==> src/rtl/multicycle_ctrl.sv <==
// Multicycle MIPS-subset controller: instruction decode plus a FETCH/DECODE/EXEC/MEM/WB
// sequencer with MEM_WAIT extra wait cycles on every memory access.
module multicycle_ctrl #(
  parameter int MEM_WAIT = 0
) (
  input  logic        clk,
  input  logic        reset,
  input  logic [31:0] instr,
  input  logic        zero,
  input  logic        rs_ge0,
  output logic        pc_write,
  output logic        ir_write,
  output logic        reg_write,
  output logic [1:0]  mem_write,
  output logic [1:0]  mem_to_reg,
  output logic [1:0]  reg_dst,
  output logic [2:0]  alu_ctr,
  output logic        alu_src,
  output logic [2:0]  pc_src,
  output logic [1:0]  ext_op,
  output logic [2:0]  ld_type,
  output logic [2:0]  state,
  output logic        instr_done,
  output logic        illegal
);

  // state  | meaning
  // FETCH  | instruction read, waits MEM_WAIT extra cycles, loads IR and PC+4
  // DECODE | jumps/branches complete here, others move on to EXEC
  // EXEC   | ALU operation or address calculation
  // MEM    | data access, waits MEM_WAIT extra cycles; stores complete here
  // WB     | register file write
  typedef enum logic [2:0] {
    S_FETCH  = 3'd0,
    S_DECODE = 3'd1,
    S_EXEC   = 3'd2,
    S_MEM    = 3'd3,
    S_WB     = 3'd4
  } state_t;

  localparam int CW = (MEM_WAIT > 0) ? $clog2(MEM_WAIT + 1) : 1;
  localparam logic [CW-1:0] CNT_LAST = CW'(MEM_WAIT);

  state_t        state_q;
  logic [CW-1:0] cnt;
  logic          cnt_last;

  logic [5:0] op;
  logic [5:0] funct;
  logic [4:0] rt;
  logic is_rtype, is_nop;
  logic i_addu, i_subu, i_srav, i_jr, i_jalr;
  logic i_ori, i_lui, i_beq, i_j, i_jal, i_bgez, i_bgezal;
  logic i_lw, i_lh, i_lhu, i_lb, i_lbu, i_sw, i_sh, i_sb;
  logic is_alu, is_load, is_store, is_jump, is_jreg, is_bgez_any, is_link;
  logic exec_path, legal;
  logic [2:0] pc_src_dec;
  logic [1:0] st_code;

  assign op    = instr[31:26];
  assign funct = instr[5:0];
  assign rt    = instr[20:16];

  assign is_nop   = (instr == 32'd0);
  assign is_rtype = (op == 6'b000000);
  assign i_addu   = is_rtype && (funct == 6'b100001);
  assign i_subu   = is_rtype && (funct == 6'b100011);
  assign i_srav   = is_rtype && (funct == 6'b000111);
  assign i_jr     = is_rtype && (funct == 6'b001000);
  assign i_jalr   = is_rtype && (funct == 6'b001001);
  assign i_ori    = (op == 6'b001101);
  assign i_lui    = (op == 6'b001111);
  assign i_beq    = (op == 6'b000100);
  assign i_j      = (op == 6'b000010);
  assign i_jal    = (op == 6'b000011);
  assign i_bgez   = (op == 6'b000001) && (rt == 5'b00001);
  assign i_bgezal = (op == 6'b000001) && (rt == 5'b10001);
  assign i_lw     = (op == 6'b100011);
  assign i_lh     = (op == 6'b100001);
  assign i_lhu    = (op == 6'b100101);
  assign i_lb     = (op == 6'b100000);
  assign i_lbu    = (op == 6'b100100);
  assign i_sw     = (op == 6'b101011);
  assign i_sh     = (op == 6'b101001);
  assign i_sb     = (op == 6'b101000);

  assign is_alu      = i_addu | i_subu | i_srav | i_ori | i_lui;
  assign is_load     = i_lw | i_lh | i_lhu | i_lb | i_lbu;
  assign is_store    = i_sw | i_sh | i_sb;
  assign is_jump     = i_j | i_jal;
  assign is_jreg     = i_jr | i_jalr;
  assign is_bgez_any = i_bgez | i_bgezal;
  assign is_link     = i_jal | i_jalr | i_bgezal;
  assign exec_path   = is_alu | is_load | is_store;
  assign legal       = exec_path | is_jump | is_jreg | i_beq | is_bgez_any | is_nop;

  assign cnt_last = (cnt == CNT_LAST);
  assign state    = state_q;

  always_comb begin
    alu_ctr    = 3'b101;
    alu_src    = 1'b0;
    reg_dst    = 2'b00;
    mem_to_reg = 2'b00;
    ext_op     = 2'b11;
    ld_type    = 3'b000;
    pc_src_dec = 3'b000;
    st_code    = 2'b00;

    if (i_addu || is_load || is_store) alu_ctr = 3'b010;
    else if (i_subu || i_beq)          alu_ctr = 3'b011;
    else if (i_srav)                   alu_ctr = 3'b100;
    else if (i_ori || i_lui)           alu_ctr = 3'b001;

    alu_src = i_ori | i_lui | is_load | is_store;

    if (i_addu || i_subu || i_srav || i_jalr) reg_dst = 2'b01;
    else if (i_jal || i_bgezal)               reg_dst = 2'b10;

    if (is_load)      mem_to_reg = 2'b01;
    else if (is_link) mem_to_reg = 2'b10;

    if (i_ori)                                              ext_op = 2'b01;
    else if (i_lui)                                         ext_op = 2'b10;
    else if (is_load || is_store || i_beq || is_bgez_any)   ext_op = 2'b00;

    if (i_lh)       ld_type = 3'b001;
    else if (i_lhu) ld_type = 3'b010;
    else if (i_lb)  ld_type = 3'b011;
    else if (i_lbu) ld_type = 3'b100;

    if (is_jump)                   pc_src_dec = 3'b011;
    else if (is_jreg)              pc_src_dec = 3'b010;
    else if (i_beq || is_bgez_any) pc_src_dec = 3'b001;

    if (i_sw)      st_code = 2'b01;
    else if (i_sh) st_code = 2'b10;
    else if (i_sb) st_code = 2'b11;
  end

  // Enables decode from the current state so branch conditions are seen live in DECODE.
  always_comb begin
    pc_write   = 1'b0;
    ir_write   = 1'b0;
    reg_write  = 1'b0;
    mem_write  = 2'b00;
    instr_done = 1'b0;
    illegal    = 1'b0;
    pc_src     = (state_q == S_FETCH) ? 3'b000 : pc_src_dec;
    if (!reset) begin
      case (state_q)
        S_FETCH: begin
          if (cnt_last) begin
            ir_write = 1'b1;
            pc_write = 1'b1;
          end
        end
        S_DECODE: begin
          if (is_jump || is_jreg) pc_write = 1'b1;
          if (i_beq)              pc_write = zero;
          if (is_bgez_any)        pc_write = rs_ge0;
          reg_write  = is_link;
          illegal    = !legal;
          instr_done = !exec_path;
        end
        S_MEM: begin
          if (cnt_last && is_store) begin
            mem_write  = st_code;
            instr_done = 1'b1;
          end
        end
        S_WB: begin
          reg_write  = 1'b1;
          instr_done = 1'b1;
        end
        default: ;
      endcase
    end
  end

  always_ff @(posedge clk) begin
    if (reset) begin
      state_q <= S_FETCH;
      cnt     <= '0;
    end else begin
      case (state_q)
        S_FETCH: begin
          if (cnt_last) begin
            state_q <= S_DECODE;
            cnt     <= '0;
          end else begin
            cnt <= cnt + 1'b1;
          end
        end
        S_DECODE: begin
          state_q <= exec_path ? S_EXEC : S_FETCH;
          cnt     <= '0;
        end
        S_EXEC: begin
          state_q <= is_alu ? S_WB : S_MEM;
          cnt     <= '0;
        end
        S_MEM: begin
          if (cnt_last) begin
            state_q <= is_load ? S_WB : S_FETCH;
            cnt     <= '0;
          end else begin
            cnt <= cnt + 1'b1;
          end
        end
        S_WB: begin
          state_q <= S_FETCH;
          cnt     <= '0;
        end
        default: begin
          state_q <= S_FETCH;
          cnt     <= '0;
        end
      endcase
    end
  end

endmodule

==> config.mk <==
export PLATFORM = sky130hd
export DESIGN_NAME = multicycle_ctrl
export DESIGN_NICKNAME = d
export VERILOG_FILES = /design/src/rtl/multicycle_ctrl.sv
export SDC_FILE = /design/constraint.sdc
export NUM_CORES = 1
export LEC_CHECK = 0
export ABC_AREA = 1
export BUFFER_PORTS_ARGS = -buffer_cell sky130_fd_sc_hd__clkbuf_2
export CORE_MARGIN = 1
export CORE_UTILIZATION = 25
export DETAILED_ROUTE_END_ITERATION = 12
export PLACE_DENSITY = 0.56
export SLEW_MARGIN = 20
export SYNTH_ARGS = -nofsm -noshare
export SYNTH_HDL_FRONTEND = slang
export SYNTH_SLANG_ARGS = --single-unit
==> constraint.sdc <==
create_clock -name clk -period 3.5 [get_ports clk]
set_clock_uncertainty 0.1 [all_clocks]
set_input_delay 0.875 -clock clk [delete_from_list [all_inputs] [get_ports clk]]
set_output_delay 0.875 -clock clk [all_outputs]
set_load 0.01 [all_outputs]
==> results.txt <==
P_leak: 0.749 nW
Worst path max stage delay: 250 ps
biggest area consumer among synthesized cells: nand2_1
max cap viols: 0
synthesis-to-finish area growth: 42.5%
clk buf depth: 2
DP Area: 1210 um2
initial drt markers: 73
register area share after synthesis: 0.0928
largest net degree at the start of global routing: 9
io pins: 62
outcome: finished clean
setup TNS: 0 ps
post-synthesis mux area share: 0
Cell Pwr Density: 158 nW/um2
Critical Path Fanout Max: 5
Post-synth top flop: dfxtp_1
Yosys warnings: 0
cells resized by post-CTS repair: 0
gpl congestion: 0.836
clock sink count: 4
CP Launch Type: input pin
Seq cells post-synth: 4
Final Hold Violating Endpoints: 0
layout cells sized above 1: 0.391
Overall Power: 0.194 mW
final setup margin: 404 ps
most common cell in the netlist: nand2_1
crit path kind: input pin to output pin
area of the mapped netlist: 863 um2
ys async rst share: 0
Die X: 60.8 um
CTS tree: built
Via density: 4.31
Finished Cell Area: 1230 um2
synthesized netlist cell count: 163
Tcrit/Tclk final: 0.885
xor/xnor share of the synthesized area: 0
Critical Path AT: 2120 ps
# diodes: 0
Compound-Gate Fraction of Synth Area: 0.106
Rows: 20
Total GRT Usage: 0.153
vias in the first global route: 1,094
CP required: 2520 ps
CORE AREA: 3150 um2
setup violation total in the final timing report: 0
initial antenna violation count: 0
post-synth top area share: 0.148
GRT overflow: 0
DR pass1 iterations: 4
post-synth cell types: 26
Initial Util: 0.274
Clk Latency, worst-skew pair: 230 ps
fin. max-slew vios: 0
detailed-route DRC error count: 0
worst-path cell chain: clkbuf_2 > nor2_2 > nand2_2 > nor2_4 > nand3_2 > nand2_2 > inv_1 > nand3_1 > o21ai_0 > clkbuf_2
CTS root buf: clkbuf_4
buffers inserted by post-CTS timing repair: 0
fillers: 364
Post-synth EDFFs: 0
Clk pin slew, worst setup/hold paths: 40 ps
fin crit period: 3100 ps
H-tree Lvls: 1
placed wire-length estimate: 2370 um
placed insts: 266
pre-CTS setup slack: 399 ps
global-route wire length before repair: 4320 um
Finished Layout Cells: 269
DR WL/cell: 9.80 um
routed vias: 1,160
die height: 60.8 um
syn_area_per_cell: 5.30 um2
Achievable Freq: 323 MHz
RSZ-0062 raised after global routing: false
Hold Buf Count CTS: 0
CP delay by family, top: simple AND/OR/NAND/NOR gates
IO buf count: 60
ANT nets after route: 0
synth top area cells: nand2_1 15%, inv_1 13%, nor2_1 11%, dfxtp_1 9.3%, nor2_4 7.8%
largest family of logic cells by synthesized area: simple AND/OR/NAND/NOR gates
worst path bufs/invs: 3
count of nets after finishing: 263
CP Capture Type: output pin
Simple-Gate Fraction of Synth Area: 0.641
CTS buffer count: 3
Max VDD drop: 178 uV
Routed WL: 2640 um
HP Class: flip-flop to flip-flop
Die ar.: 3690 um2
Synth Area in Adders: 0
most instantiated cells after synthesis: 34 x nand2_1, 29 x inv_1, 25 x nor2_1, 13 x nand3_1, 9 x nor3_1
Worst path slowest cell: nor2_2
[worst register-to-register path, delay by kind of cell, from the launching register on]
kind            cells  cell delay (ps)
buf+inv             1               70
compound gates      1              200
simple gates        2              560
flops               1              350
[layout by cell type, fill, tap and decap left out, drive strengths merged]
| master | Yosys | layout |
|---|---|---|
| a211oi | 1 | 1 |
| a21boi | 1 | 1 |
| a21oi | 4 | 4 |
| a31oi | 1 | 1 |
| clkbuf | 0 | 63 |
| conb | 1 | 2 |
| dfxtp | 4 | 4 |
| inv | 32 | 32 |
| nand2 | 39 | 39 |
| nand3 | 16 | 16 |
| nand4 | 5 | 5 |
| nor2 | 36 | 36 |
| nor3 | 10 | 10 |
| nor3b | 1 | 1 |
| nor4 | 1 | 1 |
| o21ai | 7 | 7 |
| o21bai | 1 | 1 |
| or2 | 1 | 1 |
[final timing paths]
| kind | start | endpoint | slack, ps | cells past startpoint |
|---|---|---|---|---|
| setup / recovery | instr[27] | instr_done | 400 | 10 |
| hold / removal | cnt$_SDFF_PP0_ | state[1]$_SDFFE_PP0P_ | 450 | 2 |
| setup reg to reg | state[1]$_SDFFE_PP0P_ | state[0]$_SDFFE_PP0P_ | 2150 | 4 |
| hold reg to reg | cnt$_SDFF_PP0_ | state[1]$_SDFFE_PP0P_ | 450 | 2 |
[flip-flops by register name, summed over array words and instances, names as in the netlist]
signal  flops
state       3
cnt         1
[kinds of logic (layout without fill, tap and decap cells)]
logic type      count (synthesis)  in the layout
other cells                     1              2
compound gates                 15             15
flops                           4              4
simple gates                  109            109
buf+inv                        34             95
[stage by stage]
stage               utilization  hold slack, ps
global route              0.390             501
global placement          0.383             448
detailed placement        0.383             442
CTS                       0.390             448
floorplan                     -             386
finish                    0.390             455
[power by group]
group	total, mW	leakage, nW	internal, mW	switching, mW
Combinational	0.0892	0.702	0.0360	0.0532
Sequential	0.0492	0.0328	0.0475	0.00177
Clock	0.0558	0.0138	0.0383	0.0176
[area by class of cell]
class | instances | area, um2 | share of cell area
inverters | 32 | 120 | 0.0977
repair buffers | 60 | 300 | 0.244
multi-input cells | 126 | 652 | 0.530
clock buffers | 3 | 22.5 | 0.0183
well taps | 44 | 55.1 | 0.0448
flip-flops and latches | 4 | 80.1 | 0.0651
[per-layer routing]
metal | vias up | wire (um) | global-route usage
met3 | 2 | 106 | 0.0277
met5 | - | 0 | 0
met2 | 36 | 1230 | 0.273
met4 | 0 | 27 | 0.0227
met1 | 483 | 1270 | 0.194
li1 | 639 | - | -
Note: power is estimated with default switching activity, not from simulation.
